### config.mk
export PLATFORM = sky130hd
export DESIGN_NAME = fetch_unit
export DESIGN_NICKNAME = d
export VERILOG_FILES = /design/src/rtl/simple_pkg.sv /design/src/rtl/fetch_unit.sv
export SDC_FILE = /design/constraint.sdc
export NUM_CORES = 1
export LEC_CHECK = 0
export ABC_AREA = 1
export CAP_MARGIN = 20
export CORE_AREA = 2 2 102 104
export CTS_BUF_LIST = sky130_fd_sc_hd__clkbuf_16
export CTS_CLUSTER_DIAMETER = 120
export DETAILED_ROUTE_END_ITERATION = 8
export DIE_AREA = 0 0 104 106
export SLEW_MARGIN = 10
export SYNTH_ARGS = -nofsm -noshare
export SYNTH_HDL_FRONTEND = slang
export SYNTH_SLANG_ARGS = --single-unit
### constraint.sdc
create_clock -name clk -period 1.3 [get_ports clk]
set_input_delay 0.26 -clock clk [delete_from_list [all_inputs] [get_ports clk]]
set_output_delay 0.26 -clock clk [all_outputs]
set_load 0.02 [all_outputs]
### src/rtl/simple_pkg.sv
// Shared definitions for the 16-bit SIMPLE core: opcode field constants,
// fetch FSM state encoding and the HLT recogniser.
// No ports; imported by fetch_unit (and later by the decoder).
package simple_pkg;

  // Major opcode field IR[15:14]; load/store occupy the two low prefixes.
  localparam logic [1:0] OP_LD  = 2'b00;
  localparam logic [1:0] OP_ST  = 2'b01;
  localparam logic [1:0] OP_ALU = 2'b11;

  // ALU sub-operation field IR[7:4].
  localparam logic [3:0] OP3_HLT = 4'b1111;

  typedef enum logic [1:0] {
    S_IDLE = 2'd0,
    S_WAIT = 2'd1,
    S_DROP = 2'd2,
    S_HALT = 2'd3
  } fetch_state_t;

  function automatic logic is_hlt(input logic [15:0] word);
    return (word[15:14] == OP_ALU) && (word[7:4] == OP3_HLT);
  endfunction

endpackage

### src/rtl/fetch_unit.sv
// Instruction fetch stage: owns the PC, issues one request at a time to
// instruction memory and holds the returned word in a one-deep IR for the decoder.
// Ports: clk/rst; stall, br_taken/br_target from downstream; imem_req/addr/rdata/valid
// to memory; IR/ir_valid/ir_pc to the decoder; halted once HLT is fetched.
module fetch_unit
  import simple_pkg::*;
#(
  parameter int                 ADDR_W   = 16,
  parameter logic [ADDR_W-1:0]  RESET_PC = '0
) (
  input  logic              clk,
  input  logic              rst,
  input  logic              stall,
  input  logic              br_taken,
  input  logic [ADDR_W-1:0] br_target,
  output logic              imem_req,
  output logic [ADDR_W-1:0] imem_addr,
  input  logic [15:0]       imem_rdata,
  input  logic              imem_valid,
  output logic [15:0]       IR,
  output logic              ir_valid,
  output logic [ADDR_W-1:0] ir_pc,
  output logic              halted
);

  fetch_state_t      state, next_state;
  logic [ADDR_W-1:0] pc;

  logic consume;
  logic slot_free;
  logic issue;      // start a new memory request this cycle
  logic load_ir;    // capture imem_rdata into IR
  logic clear_ir;   // invalidate IR (consumed or flushed)
  logic redirect;   // take br_target as the new PC

  assign consume   = ir_valid && !stall;
  assign slot_free = !ir_valid || !stall;

  // A request is outstanding exactly while waiting for or dropping a response,
  // so the request line is a pure function of state.
  assign imem_req = (state == S_WAIT) || (state == S_DROP);
  assign halted   = (state == S_HALT);

  always_ff @(posedge clk) begin
    if (rst) state <= S_IDLE;
    else     state <= next_state;
  end

  always_comb begin
    next_state = state;
    issue      = 1'b0;
    load_ir    = 1'b0;
    clear_ir   = 1'b0;
    redirect   = 1'b0;
    case (state)
      S_IDLE: begin
        if (br_taken) begin
          // No request this cycle; the target is fetched next cycle.
          redirect = 1'b1;
          clear_ir = 1'b1;
        end else begin
          if (consume)   clear_ir = 1'b1;
          if (slot_free) begin
            issue      = 1'b1;
            next_state = S_WAIT;
          end
        end
      end
      S_WAIT: begin
        if (br_taken) begin
          redirect   = 1'b1;
          clear_ir   = 1'b1;
          next_state = imem_valid ? S_IDLE : S_DROP;
        end else if (imem_valid) begin
          // IR is always empty here: a request is only issued while the
          // current word is being consumed or the slot is already empty.
          load_ir    = 1'b1;
          next_state = is_hlt(imem_rdata) ? S_HALT : S_IDLE;
        end else if (consume) begin
          clear_ir = 1'b1;
        end
      end
      S_DROP: begin
        if (br_taken) begin
          redirect = 1'b1;
          clear_ir = 1'b1;
        end
        if (imem_valid) next_state = S_IDLE;
      end
      S_HALT: begin
        // Branches are ignored once halted; only reset leaves this state.
        if (consume) clear_ir = 1'b1;
      end
      default: next_state = S_IDLE;
    endcase
  end

  always_ff @(posedge clk) begin
    if (rst) begin
      pc        <= RESET_PC;
      imem_addr <= RESET_PC;
      IR        <= 16'h0000;
      ir_pc     <= '0;
      ir_valid  <= 1'b0;
    end else begin
      if (issue) imem_addr <= pc;

      if (redirect)     pc <= br_target;
      else if (load_ir) pc <= imem_addr + 1'b1;

      if (load_ir) begin
        IR       <= imem_rdata;
        ir_pc    <= imem_addr;
        ir_valid <= 1'b1;
      end else if (clear_ir) begin
        ir_valid <= 1'b0;
      end
    end
  end

endmodule

## Word-level counts from Yosys, hierarchy flattened

Cells that the tools add are included.

| storage, ports and cells | value |
|---|---|
| word-level logic and storage cells | 53 |
| output and inout port bits | 51 |
| bits of input ports | 37 |
| bits in writable memories | 0 |
| memories kept | 0 |
| bits in latches | 0 |
| flip-flop bits (word level) | 67 |
| bits in read-only memories | 0 |

| cells by class | value |
|---|---|
| shift-type cells | 0 |
| div/mod/pow operators | 0 |
| reductions and logical operators | 12 |
| add/subtract/negate cells | 1 |
| order comparisons | 0 |
| eq/ne operators | 9 |
| multipliers | 0 |
| mux-type cells | 25 |
| bitwise operators | 0 |

Operator list:

| cell | number |
|---|---|
| 2-to-1 mux 16 bit | 2 |
| adder 16 x 1 -> 16 bit (second input constant) | 1 |
| 2-to-1 mux 1 bit | 14 |
| 2-to-1 mux 2 bit | 7 |
| == test 2 bit (second input constant) | 3 |
| inequality test 2 bit (second input constant) | 3 |
| case mux 2 bit (3 select lines) | 1 |
| AND reduction 5 bit | 1 |
| == test 4 bit (second input constant) | 1 |
| case mux 1 bit (4 select lines) | 1 |
| nonzero test 2 bit | 2 |
| inequality test 3 bit (second input constant) | 1 |
| nonzero test 3 bit | 1 |
| OR reduction 3 bit | 1 |
| == test 2 x 1 -> 1 bit (second input constant) | 1 |
| logical AND 1 bit | 2 |
| zero test 1 bit | 2 |
| zero test 2 bit | 1 |
| logical OR 1 bit | 2 |

## Logic depth before layout (Yosys ltp)

| depth | value |
|---|---|
| depth after elaboration | 8 |
| gate-level depth with buffers | 9 |
| depth with buffers taken out | 9 |

## Worst setup path before layout

No wires, ideal clock.

| timing path | value |
|---|---|
| kind | register to register |
| start | reg imem_addr[1] |
| end | reg pc[12] |
| setup time | 132 ps |
| period minus slack after synthesis | 1,474 ps |
| path buffers | 0 |
| setup slack | -174 ps |
| arrival | 1,342 ps |
| stages on the path, launching flop included | 9 |
| cells stage by stage | dfxtp_1 -> ha_1 -> nand3_1 -> inv_1 -> nand2_2 -> o21ai_0 -> nand3_1 -> nand2_1 -> a21oi_1 |

| between the ends | value |
|---|---|
| word-level cells in the longest chain between the ends | 3 |

Ends and longest elaborated chain:

| item | RTL line | text |
|---|---|---|
| from (decl) | fetch_unit.sv:17 | `output logic [ADDR_W-1:0] imem_addr,` |
| from (signal assigned) | fetch_unit.sv:106 | `if (issue) imem_addr <= pc;` |
| adder 16 x 1 -> 16 bit | fetch_unit.sv:109 | `else if (load_ir) pc <= imem_addr + 1'b1;` |
| 2-to-1 mux 16 bit | fetch_unit.sv:109 |  |
| 2-to-1 mux 16 bit | fetch_unit.sv:108 | `if (redirect) pc <= br_target;` |
| to (signal assigned) | fetch_unit.sv:108 |  |
| to (signal assigned) | fetch_unit.sv:109 |  |
| to (decl) | fetch_unit.sv:27 | `logic [ADDR_W-1:0] pc;` |

Every way passes these cells. The select of a mux whose other input is x is not followed.
A chain may end at the register's enable or synchronous reset.

## Worst setup path after layout

| timing path | value |
|---|---|
| start | reg state[1] |
| end | reg pc[15] |

| between the ends | value |
|---|---|
| word-level cells in the longest chain between the ends | 4 |
| elaborated cells between the ends (all ways) | 8 |
| those cells by class | eq/ne (2); mux (3); reduce/logical (3) |

Ends and longest elaborated chain:

| item | RTL line | text |
|---|---|---|
| from (decl) | fetch_unit.sv:26 | `fetch_state_t state, next_state;` |
| from (signal assigned) | fetch_unit.sv:46 | `else state <= next_state;` |
| == test 2 x 1 -> 1 bit, or another cell as far along | fetch_unit.sv:55 | `case (state)` |
| OR reduction 3 bit (no source line) | -- |  |
| 2-to-1 mux 1 bit | -- |  |
| 2-to-1 mux 16 bit / nonzero test 2 bit (equally long branches) | -- |  |

Parallel ways exist; a longest one is shown, timed or not.

==> out/metrics.cfg <==
[clocking]
cts_tree=built
cts-htree-levels=3
clk_pin_slew_worst_paths_ps=50
cts_root_buf=clkbuf_16
clock_sinks=67
clk_latency_ps=330
hold_buffers=0
cts_buffers=9
clock_path_buffers=2

[detailed_routing]
via_per_inst=4.73
post_drt_wl_per_cell_microns=14.2
vias=3275
drt-initial-drc-count=200
routed_wl_microns=9840
firstDrtPassIters=4
ant_nets=0
drcViolationCount=0

[final_layout]
fin_cells=693
final_nets=594
areaGrowthSynthToFinish_pct=75.0
layout_common_cells=nand2_1 (97), dfxtp_1 (57), a21oi_1 (44), buf_4 (43), clkdlybuf4s50_1 (36)
fillers=979
multi_input_area_sq_mm=0.00163
design_area_sq_mm=0.00508
final_common_cell=nand2_1
layout-drive-gt1-share=0.307
diodes=0
seq_area_sq_mm=0.00137

[die]
chipHeight_microns=106
num_io_pins=88
fp-row-count=37
die_area_sq_mm=0.0110
dieWidth_microns=104
core_area_sq_mm=0.0100
start_util=0.290

[setup_path]
reg2reg_slack_ps=-120
cp-start-kind=flip-flop
crit_path_end_kind=flip-flop
r2r-start=state[1]$_SDFFE_PP0P_
worstPathMaxFanout=7
cp_data_required_time_ps=1560
path_class=reg2reg
worst_r2r_path_depth=10
r2r-end=pc[15]$_SDFFE_PP0P_
cp.arrival_ps=1680

[grt]
grt_max_degree=29
grt_antenna_before_repair=0
overflow=0
grt_pass1_vias=3220
grt.total_usage=0.178
grt_first_pass_wirelength_microns=15600

[run_status]
status=finished, violations left
violations=setup timing

[place]
postPlaceCellArea_sq_mm=0.00436
dp.cells=666
numPortBuffers=87
dp_hpwl_microns=6710
place_congestion=0.862

[hold_path]
hold_start=pc[13]$_SDFFE_PP0P_
hold_depth=2
hold_class=reg2reg
hold_end=pc[13]$_SDFFE_PP0P_

[yosys]
synth_adder_area_share=0.0215
synthMuxAreaShare=0
syn_area_sq_mm=0.00290
yosys_warnings=0
synth_nets=447
synth_top_family_by_area=simple AND/OR/NAND/NOR gates
synth_xor_area_frac=0.00603
ys_seq_area_frac=0.462
synthCells=405
ys_ff_latch=67
synth_cell_types=28
syn_area_per_cell_sq_um=7.17
synthSimpleGateAreaFrac=0.253
synth_compound_area_frac=0.190

[timing]
setup_viol=48
min_period_over_period=1.10
skew_ps=5.04
holdWs_ps=455
fmax_mhz=702
hold_viol=0
rsz0062_at_grt=yes
fin_crit_ps=1420
worst_pin_slew_ps=270
relSlewSlack=0.819
maxSlewViolCount=0
worst_slack_ps=-125

[power]
leakagePower_nw=2.16
power.density_mw_per_mm2=1200
ir_drop_uv=532

[flow_run]
maxCapViolations=0

## how the worst max path moves through the flow
| stage | cells after the start | slack, ps | start | endpoint |
|---|---|---|---|---|
| 2_1_floorplan | 7 | -30 | state[1]$_SDFFE_PP0P_ | pc[8]$_SDFFE_PP0P_ |
| 3_3_place_gp | 7 | -320 | br_taken | pc[0]$_SDFFE_PP0P_ |
| 3_5_place_dp | 7 | -320 | br_taken | pc[0]$_SDFFE_PP0P_ |
| 4_1_cts | 10 | -150 | state[1]$_SDFFE_PP0P_ | state[1]$_SDFFE_PP0P_ |
| 5_1_grt | 9 | -200 | state[1]$_SDFFE_PP0P_ | pc[13]$_SDFFE_PP0P_ |
| 6_report | 10 | -120 | state[1]$_SDFFE_PP0P_ | pc[15]$_SDFFE_PP0P_ |
## per-stage QoR
| step | setup TNS, ps | utilization | setup slack [ps] | power [mW] |
|---|---|---|---|---|
| 6_report | -2470 | 0.508 | -125 | 6.12 |
| 5_1_grt | -6570 | 0.508 | -196 | 6.34 |
| 4_1_cts | -1780 | 0.488 | -154 | 6.06 |
| 3_5_place_dp | -17760 | 0.436 | -323 | 3.47 |
| 3_3_place_gp | -16820 | 0.436 | -325 | 3.46 |
| 2_1_floorplan | -179 | - | -28.3 | 2.85 |
## cells by family after synthesis
group / count (synthesis)
and+or+nand+nor: 179
AOI/OAI and AO/OA: 104
DFF: 67
buffers and inverters: 48
adders and majority gates: 5
xor gates and xnor gates: 2
## report_power, final
group | switching (mW) | internal, mW | leakage, nW
combinational | 0.667 | 0.612 | 1.46
clock | 0.873 | 1.65 | 0.154
sequential | 0.117 | 2.20 | 0.553
total | 1.66 | 4.46 | 2.16
## synth_stat cells, drive strengths merged
library cell | count | share of area
xor2 | 1 | 0.0030
a22oi | 1 | 0.0026
nand3b | 1 | 0.0026
o211ai | 2 | 0.0052
a31oi | 4 | 0.0086
dfxtp | 67 | 0.46
xnor2 | 1 | 0.0030
clkbuf | 9 | 0.012
nand2 | 110 | 0.14
buf | 9 | 0.017
o21a | 3 | 0.0078
clkinv | 1 | 0.0013
o2111ai | 1 | 0.0030
nor2 | 46 | 0.063
ha | 5 | 0.022
o21ai | 40 | 0.069
a41oi | 2 | 0.0060
a21oi | 51 | 0.088
inv | 29 | 0.037
nand3 | 19 | 0.037
nand4 | 3 | 0.0065
## worst max-delay path: stages, from the launching register on
cell and delay (ps):
dfxtp_4 360, ha_4 180, buf_6 120, nor2_4 130, inv_4 60, nand2_4 90, inv_6 50, buf_12 130
nor2_4 60, nand2_1 50, a21oi_1 130
## repair_timing
| item | in CTS | in global routing |
|---|---|---|
| gates cloned | 1 | 1 |
| pin swaps | 6 | 20 |
| buffers inserted | 9 | 1 |
| endpoints found under the setup margin | 116 | 75 |
| resized for setup | 144 | 75 |
## layout make-up
class / count / area share
clock buffers: 9 / 0.0443
clock inverters: 7 / 0.0163
inverters: 30 / 0.0256
multi-input cells: 290 / 0.320
flip-flops and latches: 67 / 0.269
well taps: 136 / 0.0335
repair buffers: 154 / 0.291
## routing by layer
metal	share of wire	vias up	GRT usage
li1	-	1630	-
met1	0.45	1560	0.215
met2	0.51	74	0.316
met3	0.035	11	0.0288
met4	0.014	0	0.0724
met5	0	-	0
## flip-flops by register name, indices dropped and copies added (netlist names)
signal     count
IR            16
imem_addr     16
ir_pc         16
pc            16
state          2
ir_valid       1
(Power assumes the default switching activity.)
==> patch, RTL diff (config.mk and constraints unchanged) <==
Set the parameter `ADDR_W` to 17 (it was 16).
--- a/src/rtl/fetch_unit.sv
+++ b/src/rtl/fetch_unit.sv
@@ -6,5 +6,5 @@
   import simple_pkg::*;
 #(
-  parameter int                 ADDR_W   = 16,
+  parameter int                 ADDR_W   = 17,
   parameter logic [ADDR_W-1:0]  RESET_PC = '0
 ) (
Ports: changed (resized br_target, imem_addr and ir_pc); port bits go from 88 to 91. The function was not compared with the original's and may differ.
==> patch against the original RTL <==
  * The run still ends with negative setup slack left
  * Via count is 8.9% higher
  * Non-clock buffer count is 14 higher
  * Total power is 12% higher
  * Clock skew hardly changed
  * Sequential power is 5% higher
  * Setup slack worse by 0.14 ns
  * Synthesized area is 9.6% higher
  * Fmax is 8.9% lower
  * Routed wire length is 18% higher
  * Sequential cell count is 3 higher
  * Clock power is 8.7% higher
  * Combinational power is 31% higher
  * Cell area is 16% higher
  * First-iteration DRC count is 17% higher
  * Largest cell class unchanged
==> patch: results (changes against the original RTL) <==
metric;value;unit;change
Seq/Total Area, Yosys;44.03;%;-2.2 points
Iteration-0 DRC Markers;234;;+17%
worst vdd ir;0.5243;mV;-1.4%
outcome;finished, violations left;;
failing checks;negative setup slack;;
average routed wire per standard cell;15.82;µm;+11%
Via density;4.880;;+3.3%
largest net degree at the start of global routing;35;;+21%
vias in the first global route;3601;;+12%
top cells by count, synth;nand2_1 (115), dfxtp_1 (70), a21oi_1 (49), nor2_1 (35), o21ai_0 (32);;
Synth Area in Compound Gates;19.03;%;+0.025 points
top cells by area, synth;dfxtp_1 (44%), nand2_1 (14%), a21oi_1 (7.7%);;
worst endpoint data arrival time;1.82;ns;+0.14 ns
# setup viols final;72;;+50%
slowest stage delay, CP;0.36;ns;about the same
Worst Slack Setup Final;-0.2637;ns;-0.1392 ns
R2R depth;10;;unchanged
P_clk;2.75;mW;+8.7%
Fillers;864;;-12%
Layout Skew;0.005410;ns;+0.0003701 ns
Layout Nets;633;;+6.6%
Worst slew margin;67.86;%;-14 points
logic gate share of total power;24.5;%;+3.6 points
XOR/XNOR Fraction of Synth Area;0.8255;%;+0.22 points
worst r2r dst;ir_pc[13];;
Comb power;1.68;mW;+31%
GRT met3 Usage;4.292;%;+1.4 points
setup slack at placement;-0.4645;ns;-0.1413 ns
Net Sw Frac;27.63;%;+0.54 points
Hold Crit Start;ir_pc[8];;
post-synth cell types;36;;+29%
adder-cell share of the synthesized area;1.965;%;-0.19 points
Hold Path End;ir_pc[8];;
Crit path max-delay family;buffers and inverters;;
worst flop-to-flop path startpoint;state[0];;
GPL Wtd Cong;0.8668;;+0.60%
met1 usage;24.68;%;+3.2 points
-- patch: through the flow --
step	TNS [ns]	hold slack (ns)	instances	instance area [µm²]	utilization (%)
final	-13.12	0.4650	731	5899	59.00
after global routing	-17.18	0.4912	731	5899	59.00
after CTS	-10.31	0.4580	723	5544	55.44
after detailed placement	-26.90	0.4551	690	4662	46.62
after global placement	-24.12	0.4512	690	4662	46.62
after floorplan	-0.3418	0.4027	428	3239	-
-- patch: how the worst max path moves through the flow --
stage | cells after the start | endpoint | from | slack, ns
floorplan | 10 | pc[10] | state[1] | -0.03
global placement | 7 | imem_addr[6] | br_taken | -0.39
detailed placement | 7 | imem_addr[9] | br_taken | -0.46
CTS | 9 | IR[6] | state[0] | -0.27
global route | 10 | pc[9] | state[0] | -0.34
finish | 10 | ir_pc[13] | state[0] | -0.26
-- patch: timing repair --
action                                  in CTS  in global routing
endpoints found under the setup margin     116                 88
hold buffers                                 0                  0
cloned                                       8                  2
resized for setup                          188                135
buffers inserted                            10                  7
pin swaps                                   26                 21
-- patch: metal layers --
metal / share of wire [%] / vias up
met5: 0 / -
met3: 5.5 / 17
met1: 43 / 1688
met4: 1.9 / 0
li1: - / 1739
met2: 50 / 123
-- patch: cell type report --
class | instances | area share [%]
Clock inverter | 7 | 1.782
Inverter | 31 | 2.715
Clock buffer | 9 | 3.818
Multi-Input combinational cell | 308 | 35.50
Sequential cell | 70 | 24.09
Timing Repair Buffer | 168 | 28.78
Tap cell | 136 | 2.884
Timing Repair inverter | 2 | 0.4242
-- patch: worst min-delay path, cell delays in order, from the launching register on --
cell and delay [ns]:
dfxtp_1 0.31, nand2_1 0.07, a21oi_2 0.04
